File: src/rtl/mxv_sequencer.sv
// Control FSM for one N x N matrix by N-vector product: steps operand indices,
// drives the accumulator enable/clear and writes one output element per row.
//
// state | meaning
// IDLE  | waiting for start, all outputs low
// CLEAR | clear + enable accumulator, col reset to 0
// MAC   | one accumulate per non-stalled cycle, col steps 0..N-1
// WRITE | accumulator value written to output vector at row
// DONE  | one-cycle completion pulse
module mxv_sequencer #(
  parameter int N  = 4,
  parameter int IW = (N > 1) ? $clog2(N) : 1
) (
  input  logic          clk,
  input  logic          rst,
  input  logic          start,
  input  logic          stall,
  output logic          busy,
  output logic          done,
  output logic [IW-1:0] row_idx,
  output logic [IW-1:0] col_idx,
  output logic          mac_enb,
  output logic          acc_clr,
  output logic          out_wr,
  output logic [IW-1:0] out_idx
);

  typedef enum logic [2:0] {
    IDLE  = 3'd0,
    CLEAR = 3'd1,
    MAC   = 3'd2,
    WRITE = 3'd3,
    DONE  = 3'd4
  } state_t;

  localparam logic [IW-1:0] LAST = IW'(N - 1);

  state_t state;
  logic   mac_phase;

  // Only the accumulate enable follows stall within the same cycle; all other
  // outputs are registered alongside the state they belong to.
  assign mac_enb = acc_clr | (mac_phase & ~stall);

  always_ff @(posedge clk) begin
    if (rst) begin
      state     <= IDLE;
      row_idx   <= '0;
      col_idx   <= '0;
      busy      <= 1'b0;
      done      <= 1'b0;
      acc_clr   <= 1'b0;
      out_wr    <= 1'b0;
      out_idx   <= '0;
      mac_phase <= 1'b0;
    end else begin
      done      <= 1'b0;
      acc_clr   <= 1'b0;
      out_wr    <= 1'b0;
      out_idx   <= '0;
      mac_phase <= 1'b0;
      case (state)
        IDLE: begin
          if (start) begin
            state   <= CLEAR;
            row_idx <= '0;
            col_idx <= '0;
            busy    <= 1'b1;
            acc_clr <= 1'b1;
          end
        end
        CLEAR: begin
          state     <= MAC;
          col_idx   <= '0;
          mac_phase <= 1'b1;
        end
        MAC: begin
          if (stall) begin
            mac_phase <= 1'b1;
          end else if (col_idx == LAST) begin
            state   <= WRITE;
            out_wr  <= 1'b1;
            out_idx <= row_idx;
          end else begin
            col_idx   <= col_idx + 1'b1;
            mac_phase <= 1'b1;
          end
        end
        WRITE: begin
          if (row_idx == LAST) begin
            state <= DONE;
            done  <= 1'b1;
          end else begin
            state   <= CLEAR;
            row_idx <= row_idx + 1'b1;
            col_idx <= '0;
            acc_clr <= 1'b1;
          end
        end
        DONE: begin
          state   <= IDLE;
          row_idx <= '0;
          col_idx <= '0;
          busy    <= 1'b0;
        end
        default: begin
          state   <= IDLE;
          row_idx <= '0;
          col_idx <= '0;
          busy    <= 1'b0;
        end
      endcase
    end
  end

endmodule

File: config.mk
export PLATFORM = sky130hd
export DESIGN_NAME = mxv_sequencer
export DESIGN_NICKNAME = d
export VERILOG_FILES = /design/src/rtl/mxv_sequencer.sv
export SDC_FILE = /design/constraint.sdc
export NUM_CORES = 1
export LEC_CHECK = 0
export ABC_AREA = 1
export CORE_AREA = 2 2 39 41
export CTS_BUF_LIST = sky130_fd_sc_hd__clkbuf_4 sky130_fd_sc_hd__clkbuf_8
export CTS_CLUSTER_SIZE = 40
export DETAILED_ROUTE_END_ITERATION = 16
export DIE_AREA = 0 0 41 43
export PLACE_DENSITY = 0.71
export SKIP_CTS_REPAIR_TIMING = 1
export SLEW_MARGIN = 20
export SYNTH_ARGS = -nofsm -noshare
export SYNTH_HDL_FRONTEND = slang
export SYNTH_SLANG_ARGS = --single-unit
File: constraint.sdc
create_clock -name clk -period 1.4 [get_ports clk]
set_input_delay 0.21 -clock clk [delete_from_list [all_inputs] [get_ports clk]]
set_output_delay 0.21 -clock clk [all_outputs]
set_load 0.02 [all_outputs]
* After elaboration in Yosys (flattened, before gate mapping) *
Cells that the tools add are included.
Widths: inputs -> output; s select.

operators by class
  muxes and demuxes = 22
  add/subtract/negate cells = 2
  reductions and logical operators = 10
  bitwise gates (word level) = 8
  equality and inequality tests = 10

operators with widths
  kind                 number
  $mux 3               4
  $pmux 2 s3           2
  $pmux 3 s4           1
  $mux 2               5
  $ne 2x2->1 const B   5
  $mux 1               7
  $eq 3x2->1 const B   2
  $not 1->1            6
  $pmux 1 s2           3
  $reduce_and 3->1     2
  $reduce_or 3->1      2
  $add 2x1->2 const B  2
  $eq 2x2->1 const B   2
  $reduce_and 4->1     1
  $reduce_or 2->1      2
  $reduce_or 4->1      1
  $eq 3x1->1 const B   1
  $logic_not 3->1      1
  $reduce_and 2->1     1
  $and 1x1->1          1
  $or 1x1->1           1

storage, ports and cells
  input port bits = 4
  logic and storage cells = 61
  bits in registers = 14

* Longest topological paths before layout *
Gate-level depths: netlist of the first run.

  depth after elaboration = 4
  mapped depth = 8

* Least setup slack after synthesis of the first run *
No wires, ideal clock.

  path kind = reg-to-reg
  start point = reg row_idx[1]
  end point = reg row_idx[0]
  arrival = 1111 ps
  library setup time = 111 ps
  setup slack = 177 ps
  data required time = 1289 ps
  cell stages (with the launch flop) = 6
  cells stage by stage = dfxtp_1 > ha_1 > nand4_2 > nand3_1 > and2_0 > nor2_1

between the ends
  cells in the longest elaborated chain, start to end = 3

ends and longest elaborated chain
  what                        line  source
  start, declared             20    output logic [IW-1:0] row_idx,
  start signal, assigned      95    row_idx <= row_idx + 1'b1;
  $eq 2x2->1                  90    if (row_idx == LAST) begin
  $ne 2x2->1 (no line)        -
  $reduce_and 3->1 (no line)  -

No other way between the ends.
A chain may end at the register's enable or synchronous reset.

* Worst setup path in the final report of the first run *
  start point = in stall
  end point = out mac_enb

between the ends
  cells in the longest elaborated chain, start to end = 3

ends and longest elaborated chain
  what             line  source
  start, declared  17    input logic stall,
  $not 1->1        43    assign mac_enb = acc_clr | (mac_phase & ~stall);
  $and 1x1->1      43
  $or 1x1->1       43
  end, declared    22    output logic mac_enb,

No other way between the ends.

==> key figures, run 1 <==
STA
  • Clock skew: 0.000396 ns
  • F_max: 0.765 GHz
  • Fin crit period: 1.31 ns
  • Setup TNS: 0 ns
  • Finish-stage setup viols: 0
  • Slew Viols, Final: 0
  • Worst-Margin Slew: 0.233 ns
  • RSZ-0062 raised after global routing: false
  • Endpoints failing hold: 0
  • Setup ws final: 0.0934 ns
  • Worst relative slew slack: 84.5%
  • Period Utilization, post-route: 93.3%
  • Min Hold Slack: 0.457 ns

Min path
  • Hold Path Class: register to register
  • Hold Crit Start: busy
  • Hold Crit Depth: 2
  • Hold Path Sink: busy

Floorplan
  • IO Pins: 15
  • Die area: 0.00176 mm^2
  • Initial Util: 43.4%
  • Chip width: 41 um
  • Core box area: 0.00138 mm^2
  • Vert. Die Dim: 43 um
  • FP Rows: 14

Logic synthesis
  • Mapped Cells: 78
  • Netlist cell types: 19
  • Post-synth EDFFs: 0
  • Register area share after synthesis: 46.7%
  • Post-synth top area share: 46.7%
  • Leading area contributor after synthesis: dfxtp_1
  • Synth Register Bits: 14
  • Net Count, Synth: 84
  • Top FF cell, synth: dfxtp_1
  • Synth area leaders: dfxtp_1 47%, inv_1 8.8%, nand2_1 7.5%
  • Syn avg cell area: 7.70 um^2
  • Synthesized area: 601 um^2
  • Syn. warnings: 0
  • Post-synth ARST share: 0%

Place
  • Pre-CTS setup slack: -0.237 ns
  • Post-DP HPWL: 858 um
  • DP Cell Count: 110
  • Placement-stage cell area: 776 um^2
  • Routability cong.: 0.836
  • Buffers on Ports: 14

Setup path
  • RR Startpoint: row_idx[0]
  • Worst path max stage delay: 0.48 ns
  • CP top delay family: buffers and inverters
  • CP Cell Sequence: clkdlybuf4s50_1 -> inv_1 -> a21o_1 -> dlymetal6s2s_1
  • Critical Path Sink Type: output port
  • R2R setup slack: 0.20 ns
  • CP arrival: 1.10 ns
  • Crit path launch type: input pin
  • Largest fanout on the critical path: 2
  • Worst Path Required: 1.19 ns
  • Critical path's slowest cell: clkdlybuf4s50_1
  • Buf+Inv Stages, Crit Path: 3
  • Reg2reg end: row_idx[0]
  • Setup CP Type: input pin to output port
  • Worst r2r path cells: 5

CTS
  • Htree depth: 1
  • CTS Root Cell: clkbuf_4
  • CTS buffer count: 3
  • CTS max path bufs: 2
  • Clock sink total: 14
  • CTS tree: yes
  • Clk_lat worst skew: 0.27 ns
  • Worst-path clk slew: 0.08 ns

Layout
  • Leading cell types in the layout, fill and taps excluded: 14 x inv_1, 14 x dfxtp_1, 12 x nand2_1
  • Ratio of cells with drive above 1 in the final layout: 14.4%
  • P&R area growth vs syn: 37.5%
  • Layout Cells excl Fill: 113
  • Final nets: 105
  • Diodes inserted: 0
  • Fin area: 826 um^2

Global route
  • Vias in the first global route: 445
  • GR Util All Layers: 14.7%
  • First-pass GRT wire length: 1720 um
  • GRT overflow: 0
  • Initial antenna violation count: 0
  • Largest net degree at the start of global routing: 8

Pwr
  • PwrDens: 1140 mW/mm^2
  • Leakage: 0.583 nW
  • Worst VDD drop: 557 uV

Status
  • Status: finished clean

Detailed routing
  • Final wirelength: 1120 um
  • Initial DRC Count: 12
  • Vias/cell: 4.62
  • DR WL/cell: 9.88 um
  • 1st-pass router iterations: 4
  • Post-route ant nets: 0
  • Via Count: 522
  • DRC Markers: 0

Run
  • Maxcap violations: 0
[cell families after synthesis]
kind of cell / after synthesis / synth area share (%)
flops: 14 / 46.7
simple gates: 36 / 30.2
fa+ha+maj: 2 / 4.17
compound gates: 10 / 8.96
buf+inv: 16 / 10.0
[worst max-delay path by stage]
stage          slack, ns        from          to  depth (start not counted)
6_report            0.09       stall     mac_enb                          4
5_1_grt             0.06       stall     mac_enb                          4
4_1_cts            -0.24       stall     mac_enb                          4
3_5_place_dp       -0.24       stall     mac_enb                          4
3_3_place_gp       -0.23       stall     mac_enb                          4
2_1_floorplan       0.18  row_idx[1]  row_idx[0]                          5
[report_power, final]
| group | internal [mW] | switching (mW) | leakage (nW) |
|---|---|---|---|
| combinational | 0.109 | 0.149 | 0.455 |
| sequential | 0.434 | 0.0312 | 0.114 |
| clock | 0.0995 | 0.117 | 0.0138 |
| total | 0.643 | 0.297 | 0.583 |
[through the flow]
stage,total power [mW],utilization (%)
global route,0.998,59.7
floorplan,0.643,-
finish,0.940,59.7
global placement,0.736,56.1
detailed placement,0.739,56.1
CTS,0.953,57.7
[worst min-delay path: stages, from the launching register on]
cell and delay [ns]:
dfxtp_1 0.31, nand2_1 0.06, a21oi_1 0.05
[Yosys cell counts (all sizes together), types with 2 or more instances]
| library cell | count |
|---|---|
| inv | 16 |
| dfxtp | 14 |
| nand2 | 13 |
| nor2 | 12 |
| nand3 | 7 |
| a21oi | 6 |
| ha | 2 |
| nand4 | 2 |
| o21ai | 2 |
[sequential cells by signal, indices dropped and copies added (netlist names)]
| register | flops |
|---|---|
| mac_phase | 1 |
| row_idx | 2 |
| col_idx | 2 |
| done | 1 |
| out_idx | 2 |
| busy | 1 |
| state | 3 |
| acc_clr | 1 |
| out_wr | 1 |
[cell type report]
type / instances / area [um^2]
fill: 129 / 558
sequential: 14 / 280
multi-input combinational: 48 / 260
timing repair buffer: 16 / 183
inverter: 16 / 60.1
clock buffer: 3 / 22.5
tap: 16 / 20.0
[routing by layer]
layer  GRT usage (%)  vias up  wire, um
li1                -      283         -
met1            18.8      221       533
met2            20.9       14       491
met3            3.14        4        66
met4            10.0        0        23
met5               0        -         0
Power figures use the tool's default switching activity.
==> run 2: changes to the inputs <==
Settings changed: CAP_MARGIN from default to 10.
==> results of run 2 <==
Final layout, timing and power as in run 1 (identical DEF).
==> run 3: changes to the inputs <==
Settings changed: CORE_AREA 2 2 39 41 to 3 3 40 42, DIE_AREA 0 0 41 43 to 0 0 43 45.
==> key figures, run 3 (same netlist as run 1, synthesis figures left out) <==
Status
  • Status: finished clean (unchanged)

Detailed routing
  • DR WL/cell: 10.6 um (was 9.88 um)
  • Post-route ant nets: 0 (unchanged)
  • Vias/cell: 4.89 (was 4.62)
  • 1st-pass router iterations: 4 (unchanged)
  • Initial DRC Count: 19 (was 12)
  • Final wirelength: 1190 um (was 1120 um)
  • Via Count: 553 (was 522)
  • DRC Markers: 0 (unchanged)

Setup path
  • Crit path launch type: input pin (unchanged)
  • Largest fanout on the critical path: 2 (unchanged)
  • Worst Path Required: 1.19 ns (about the same)
  • Setup CP Type: input pin to output port (unchanged)
  • CP arrival: 1.10 ns (about the same)
  • Critical Path Sink Type: output port (unchanged)

Floorplan
  • Die area: 0.00194 mm^2 (was 0.00176 mm^2)
  • Chip width: 43 um (was 41 um)
  • FP Rows: 13 (was 14)
  • Initial Util: 46.7% (was 43.4%)
  • Core box area: 0.00128 mm^2 (was 0.00138 mm^2)
  • IO Pins: 15 (unchanged)
  • Vert. Die Dim: 45 um (was 43 um)

Pwr
  • P_sw: 319 uW (was 297 uW)
  • Worst VDD drop: 769 uV (was 557 uV)
  • Clk network pwr share: 28.8% (was 23.0%)
  • Internal power: 702 uW (was 643 uW)
  • Leakage: 0.590 nW (was 0.583 nW)
  • Sequential share of power: 45.6% (was 49.5%)
  • Sw frac: 31.3% (was 31.6%)
  • Total Power: 1.02 mW (was 940 uW)
  • Comb power frac: 25.6% (was 27.5%)
  • PwrDens: 1220 mW/mm^2 (was 1140 mW/mm^2)

Place
  • Placement-stage cell area: 774 um^2 (was 776 um^2)
  • Post-DP HPWL: 884 um (was 858 um)
  • Routability cong.: 0.790 (was 0.836)
  • Buffers on Ports: 14 (unchanged)

STA
  • Fin crit period: 1.31 ns (about the same)
  • Finish-stage setup viols: 0 (unchanged)
  • Endpoints failing hold: 0 (unchanged)
  • Worst relative slew slack: 83.6% (was 84.5%)
  • Worst-Margin Slew: 0.246 ns (was 0.233 ns)
  • Period Utilization, post-route: 93.3% (about the same)
  • RSZ-0062 raised after global routing: false (unchanged)
  • F_max: 0.766 GHz (was 0.765 GHz)
  • Clock skew: 0.00425 ns (was 0.000396 ns)
  • Slew Viols, Final: 0 (unchanged)

Layout
  • Leading cell types in the layout, fill and taps excluded: 14 x inv_1, 14 x dfxtp_1, 12 x nand2_1 (unchanged)
  • Fillers: 119 (was 129)
  • Fin area: 838 um^2 (was 826 um^2)
  • Diodes inserted: 0 (unchanged)
  • Largest reg by FF count: state (unchanged)
  • P&R area growth vs syn: 39.6% (was 37.5%)
  • Final nets: 105 (unchanged)
  • Ratio of cells with drive above 1 in the final layout: 15.3% (was 14.4%)
  • Largest register FFs: 3 (unchanged)

CTS
  • CTS max path bufs: 2 (unchanged)
  • Htree depth: 1 (unchanged)
  • Clock sink total: 14 (unchanged)
  • CTS Root Cell: clkbuf_4 (unchanged)
  • Worst-path clk slew: 0.09 ns (was 0.08 ns)
  • Clk_lat worst skew: 0.28 ns (was 0.27 ns)
  • CTS buffer count: 3 (unchanged)
  • CTS tree: yes (unchanged)

Min path
  • Hold Path Class: register to register (unchanged)

Global route
  • Largest net degree at the start of global routing: 9 (was 8)
  • First-pass GRT wire length: 1940 um (was 1720 um)
  • GR Util All Layers: 14.0% (was 14.7%)
  • Initial antenna violation count: 0 (unchanged)
  • Vias in the first global route: 475 (was 445)
  • GRT overflow: 0 (unchanged)

Run
  • Maxcap violations: 0 (unchanged)
-- run 3: cell types whose count changed in the layout (fill, tap and decap cells not counted), sizes merged --
cell and change:
clkbuf +1
-- run 3: power by group through the flow --
stage | registers [mW] | logic (mW) | clock network [mW]
3_3_place_gp | 0.473 | 0.262 | 0
5_1_grt | 0.471 | 0.291 | 0.326
6_report | 0.466 | 0.261 | 0.294
3_5_place_dp | 0.475 | 0.265 | 0
4_1_cts | 0.466 | 0.267 | 0.297
2_1_floorplan | 0.499 | 0.144 | 0
-- run 3: path summary, 6_finish.rpt --
kind / startpoint / endpoint / slack (ns) / cells after the start
hold / removal: busy / busy / 0.46 / 2
setup reg to reg: state[2] / row_idx[0] / 0.20 / 5
setup / recovery: stall / mac_enb / 0.09 / 4
hold reg to reg: busy / busy / 0.46 / 2
-- run 3: cell type report --
cell class | count | area, um^2 | share of cell area (%)
flip-flops and latches | 14 | 280 | 33.4
repair buffers | 16 | 183 | 21.8
multi-input cells | 48 | 260 | 31.0
clock buffers | 4 | 36.3 | 4.33
inverters | 16 | 60.1 | 7.16
well taps | 15 | 18.8 | 2.24
-- run 3: metal layers --
layer | part of all wire, % | wire length (um) | track usage [%] | vias to the layer above
li1 | - | - | - | 285
met1 | 44 | 529 | 16.7 | 239
met2 | 43 | 516 | 20.1 | 22
met3 | 8.0 | 96 | 4.78 | 7
met4 | 4.3 | 51 | 12.0 | 0
met5 | 0 | 0 | 0 | -
-- run 3: per-stage QoR --
| stage | util [%] | setup TNS, ns | instances | worst slack, ns | hold slack (ns) |
|---|---|---|---|---|---|
| 2_1_floorplan | - | 0 | 78 | 0.177 | 0.279 |
| 3_3_place_gp | 60.3 | -0.232 | 109 | -0.232 | 0.446 |
| 3_5_place_dp | 60.3 | -0.233 | 109 | -0.233 | 0.458 |
| 4_1_cts | 63.1 | -0.685 | 113 | -0.237 | 0.469 |
| 5_1_grt | 65.2 | 0 | 113 | 0.0509 | 0.499 |
| 6_report | 65.2 | 0 | 113 | 0.0944 | 0.462 |
-- run 3: critical path, cell delays in order --
cell and delay, ns:
clkdlybuf4s50_1 0.47, inv_1 0.07, a21o_1 0.15, dlymetal6s2s_1 0.20
